## src/rtl/fx2ieee_rr_scheduler.sv

```systemverilog
// Round-robin scheduler sharing one combinational fixed-point to IEEE converter
// among N_REQ requesters, with a single registered valid/ready output stage.
module fx2ieee_rr_scheduler #(
    parameter int N_REQ   = 4,
    parameter int ID_W    = 2,
    parameter int INT_LEN = 16,
    parameter int FRA_LEN = 16,
    parameter int MON_LEN = 23
) (
    input  logic                       clk,
    input  logic                       rst_n,
    input  logic [N_REQ-1:0]           req_valid,
    output logic [N_REQ-1:0]           req_ready,
    input  logic [N_REQ*INT_LEN-1:0]   req_int,
    input  logic [N_REQ*FRA_LEN-1:0]   req_frac,
    input  logic [N_REQ-1:0]           req_sign,
    output logic [INT_LEN-1:0]         conv_int,
    output logic [FRA_LEN-1:0]         conv_frac,
    output logic                       conv_sign,
    input  logic [MON_LEN+8:0]         conv_result,
    output logic                       out_valid,
    input  logic                       out_ready,
    output logic [MON_LEN+8:0]         out_data,
    output logic [ID_W-1:0]            out_id
);

    localparam int unsigned NR = N_REQ;

    logic [ID_W-1:0]  rr_ptr;
    logic [ID_W-1:0]  gsel;
    logic [ID_W-1:0]  cand;
    logic [N_REQ-1:0] grant;
    logic             found;
    logic             advance;

    assign advance = !out_valid || out_ready;

    // First asserted requester at or after rr_ptr, wrapping modulo N_REQ.
    always_comb begin
        found = 1'b0;
        gsel  = '0;
        cand  = '0;
        for (int unsigned k = 0; k < NR; k++) begin
            cand = ID_W'((32'(rr_ptr) + k) % NR);
            if (!found && req_valid[cand]) begin
                found = 1'b1;
                gsel  = cand;
            end
        end
    end

    always_comb begin
        grant = '0;
        if (found) begin
            grant[gsel] = 1'b1;
        end
    end

    // Gated by rst_n so no requester sees an accept while reset is held.
    assign req_ready = grant & {N_REQ{advance & rst_n}};

    always_comb begin
        conv_int  = '0;
        conv_frac = '0;
        conv_sign = 1'b0;
        if (found) begin
            conv_int  = req_int[gsel*INT_LEN +: INT_LEN];
            conv_frac = req_frac[gsel*FRA_LEN +: FRA_LEN];
            conv_sign = req_sign[gsel];
        end
    end

    always_ff @(posedge clk or negedge rst_n) begin
        if (!rst_n) begin
            out_valid <= 1'b0;
            out_data  <= '0;
            out_id    <= '0;
            rr_ptr    <= '0;
        end else if (advance) begin
            if (found) begin
                out_valid <= 1'b1;
                out_data  <= conv_result;
                out_id    <= gsel;
                rr_ptr    <= ID_W'((32'(gsel) + 1) % NR);
            end else begin
                out_valid <= 1'b0;
            end
        end
    end

endmodule

```

## config.mk

```make
export PLATFORM = sky130hd
export DESIGN_NAME = fx2ieee_rr_scheduler
export DESIGN_NICKNAME = d
export VERILOG_FILES = /design/src/rtl/fx2ieee_rr_scheduler.sv
export SDC_FILE = /design/constraint.sdc
export NUM_CORES = 1
export LEC_CHECK = 0
export BUFFER_PORTS_ARGS = -buffer_cell sky130_fd_sc_hd__buf_2
export CORE_MARGIN = 5
export CORE_UTILIZATION = 30
export CTS_BUF_LIST = sky130_fd_sc_hd__clkbuf_8
export DETAILED_ROUTE_END_ITERATION = 10
export PLACE_DENSITY = 0.69
export SLEW_MARGIN = 20
export SYNTH_ARGS = -nofsm -noshare
export SYNTH_HDL_FRONTEND = slang
export SYNTH_SLANG_ARGS = --single-unit
```

## constraint.sdc

```tcl
create_clock -name clk -period 1.9 [get_ports clk]
set_clock_uncertainty 0.15 [all_clocks]
set_input_delay 0.095 -clock clk [delete_from_list [all_inputs] [get_ports clk]]
set_output_delay 0.095 -clock clk [all_outputs]
set_load 0.01 [all_outputs]
```

==> impl_metrics.json <==
{
  "cap_viol_max_count": 0,
  "grt.met3_usage": 0.0498,
  "vias": 3014,
  "min_period_over_period": 1.20,
  "power_density_nw_per_um2": 909,
  "hpwlAfterDp_mm": 7.94,
  "yosysWarnings": 0,
  "syn_inst": 221,
  "seq_area_frac_synth": 0.365,
  "placed_area_um2": 4040,
  "fin_crit_ns": 2.27,
  "clock_latency_ns": 0.29,
  "setup_violations": 37,
  "n_fill_cell": 708,
  "routed_via_density": 4.81,
  "fin_area_um2": 4670,
  "track_usage": 0.186,
  "rsz0062_at_grt": "yes",
  "ant_nets": 0,
  "max_freq_mhz": 440,
  "outcome": "complete, but fails checks",
  "gr-usage-met2": 0.351,
  "netlist_area_um2": 2540,
  "vdd_drop_max_v": 0.000857,
  "clock_path_buffers": 2,
  "seq_area_um2": 927,
  "firstDrtPassIters": 4,
  "violations": "setup timing",
  "dieArea_um2": 10400,
  "reg2reg_to": "rr_ptr[1]$_DFFE_PN0P_",
  "cp_max_fo": 14,
  "holdPathStages": 4,
  "critical_path_class": "reg2out",
  "worst_pin_slew_ns": 0.444,
  "end_kind": "output pin",
  "clock_sinks": 37,
  "drtIter0Drc": 30,
  "p_leak_nw": 2.47,
  "finalHoldViolations": 0,
  "worst_ep_required_time_ns": 1.65,
  "cp.arrival_ns": 2.03,
  "setup.worst_path.start_class": "flip-flop",
  "reg2reg_depth": 9,
  "drc_errors": 0,
  "syn_avg_cell_area_um2": 11.5,
  "grt_antenna_before_repair": 0,
  "r2r_start": "rr_ptr[1]$_DFFE_PN0P_",
  "busiest_layer": "met2",
  "tritoncts": "yes",
  "start_util": 0.309,
  "slew_headroom": 0.704,
  "grt_max_degree": 37,
  "dieWidth_um": 102,
  "place_congestion": 0.752,
  "io_pins": 243,
  "diodes": 0,
  "synth_nets": 392,
  "drt-wirelength-per-cell_um": 17.0,
  "layout_common_cells": "buf_2, mux2i_1, dfrtp_1",
  "yosysUniqueCellTypes": 22,
  "r2r_setup_slack_ns": 0.08,
  "multi_input_area_um2": 1500,
  "hold_start": "req_valid[3]",
  "cts_max_level": 2,
  "synth-seq-cells": 37,
  "final_common_cell": "buf_2",
  "overflow": 0,
  "post-route-util": 0.569,
  "die_y_um": 102,
  "rows": 33,
  "slew_violations": 0,
  "min_path_type": "in2reg",
  "fin_ws_ns": -0.374,
  "nNetsFinal": 692,
  "grt_pass1_wl_mm": 15.2,
  "clk_pin_slew_ns": 0.08,
  "root_buffer": "clkbuf_8",
  "tritoncts.num_buffers": 5,
  "routed_wl_mm": 10.6,
  "grtUsageMet1": 0.203,
  "grt_pass1_vias": 3142,
  "core-area_um2": 8220,
  "drive_above_1_share": 0.638,
  "area_delta_synth_final_pct": 84.1,
  "port_buffers": 242,
  "min_to": "out_valid$_DFFE_PN0N_"
}
routing by layer:
layer | vias up | wire length (um)
li1 | 1438 | -
met1 | 1416 | 3860
met2 | 151 | 5540
met3 | 9 | 1100
met4 | 0 | 145
met5 | - | 0
report_power, final:
group | leakage, nW | total (mW) | internal [mW] | switching [mW]
Sequential | 0.427 | 0.976 | 0.901 | 0.0746
Clock | 0.0574 | 0.719 | 0.427 | 0.292
Combinational | 1.99 | 2.56 | 1.36 | 1.19
Total | 2.47 | 4.25 | 2.69 | 1.56
layout make-up:
| class | count | share of cell area |
|---|---|---|
| inverters | 5 | 0.00401 |
| clock inverters | 2 | 0.00803 |
| clock buffers | 6 | 0.0177 |
| flip-flops and latches | 37 | 0.198 |
| well taps | 105 | 0.0281 |
| multi-input cells | 160 | 0.321 |
| repair buffers | 312 | 0.423 |
registers in the layout (all words and copies together), names as in the netlist:
signal / flops
rr_ptr: 2
out_valid: 1
out_id: 2
out_data: 32
metrics by stage:
| step | TNS [ns] | setup WS [ns] | cells | power, mW | hold slack [ns] |
|---|---|---|---|---|---|
| floorplan | 0 | 0.204 | 221 | 2.35 | -0.351 |
| global placement | -6.79 | -0.164 | 575 | 3.24 | -0.228 |
| detailed placement | -3.15 | -0.172 | 576 | 3.29 | -0.234 |
| CTS | -13.14 | -0.416 | 625 | 4.21 | 0.0357 |
| global route | -15.94 | -0.500 | 627 | 4.49 | 0.0608 |
| finish | -11.76 | -0.374 | 627 | 4.25 | 0.0312 |
repair_timing:
action	CTS	global route
buffers inserted	5	2
hold buffers	35	0
pin swaps	7	5
gates resized for setup	11	12
endpoints found under the hold margin	70	0
cloned	1	0
endpoints found under the setup margin	37	37
synthesized netlist by cell type:
cell	count	share of area
mux2i_1	68	0.27
dfrtp_1	37	0.36
mux2_2	33	0.15
o22ai_1	33	0.081
a21oi_1	6	0.012
buf_2	6	0.012
nor2_1	6	0.0089
clkbuf_1	5	0.0074
inv_1	5	0.0074
buf_12	4	0.032
buf_8	3	0.018
nand3b_1	3	0.0089
nor2b_1	2	0.0049
o2bb2ai_1	2	0.0069
buf_6	1	0.0044
nand2_1	1	0.0015
nand2b_1	1	0.0025
nand3_1	1	0.0020
nor3_2	1	0.0039
nor4_1	1	0.0025
o21ai_0	1	0.0020
xor2_1	1	0.0035
logic make-up (layout without fill, tap and decap cells):
family                 after synthesis  after routing  share of synthesized area
multiplexers                       101            101                      0.414
AO/OA/AOI/OAI                       42             42                      0.102
flip-flops                          37             37                      0.365
XOR/XNOR                             1              1                    0.00345
buffers and inverters               24            325                     0.0803
AND/OR/NAND/NOR                     16             16                     0.0350
worst max-delay path, cell delays in order (launching register included):
cell	delay, ns
dfrtp_2	0.42
mux2i_1	0.19
nor2_1	0.08
nor3_4	0.19
buf_12	0.18
buf_12	0.17
mux2i_2	0.24
o22ai_1	0.11
buf_2	0.15
worst max path at each step:
stage                     cells after the start                  start  slack [ns]             to
after floorplan                               7  rr_ptr[1]$_DFFE_PN0P_        0.20  conv_frac[10]
after global placement                        4  out_valid$_DFFE_PN0N_       -0.16   req_ready[0]
after detailed placement                      8  rr_ptr[1]$_DFFE_PN0P_       -0.17   conv_frac[9]
after CTS                                     8  rr_ptr[1]$_DFFE_PN0P_       -0.42   conv_int[10]
after global routing                          9  rr_ptr[1]$_DFFE_PN0P_       -0.50   conv_frac[9]
final                                         8  rr_ptr[1]$_DFFE_PN0P_       -0.37   conv_int[10]
(Power assumes the default switching activity.)
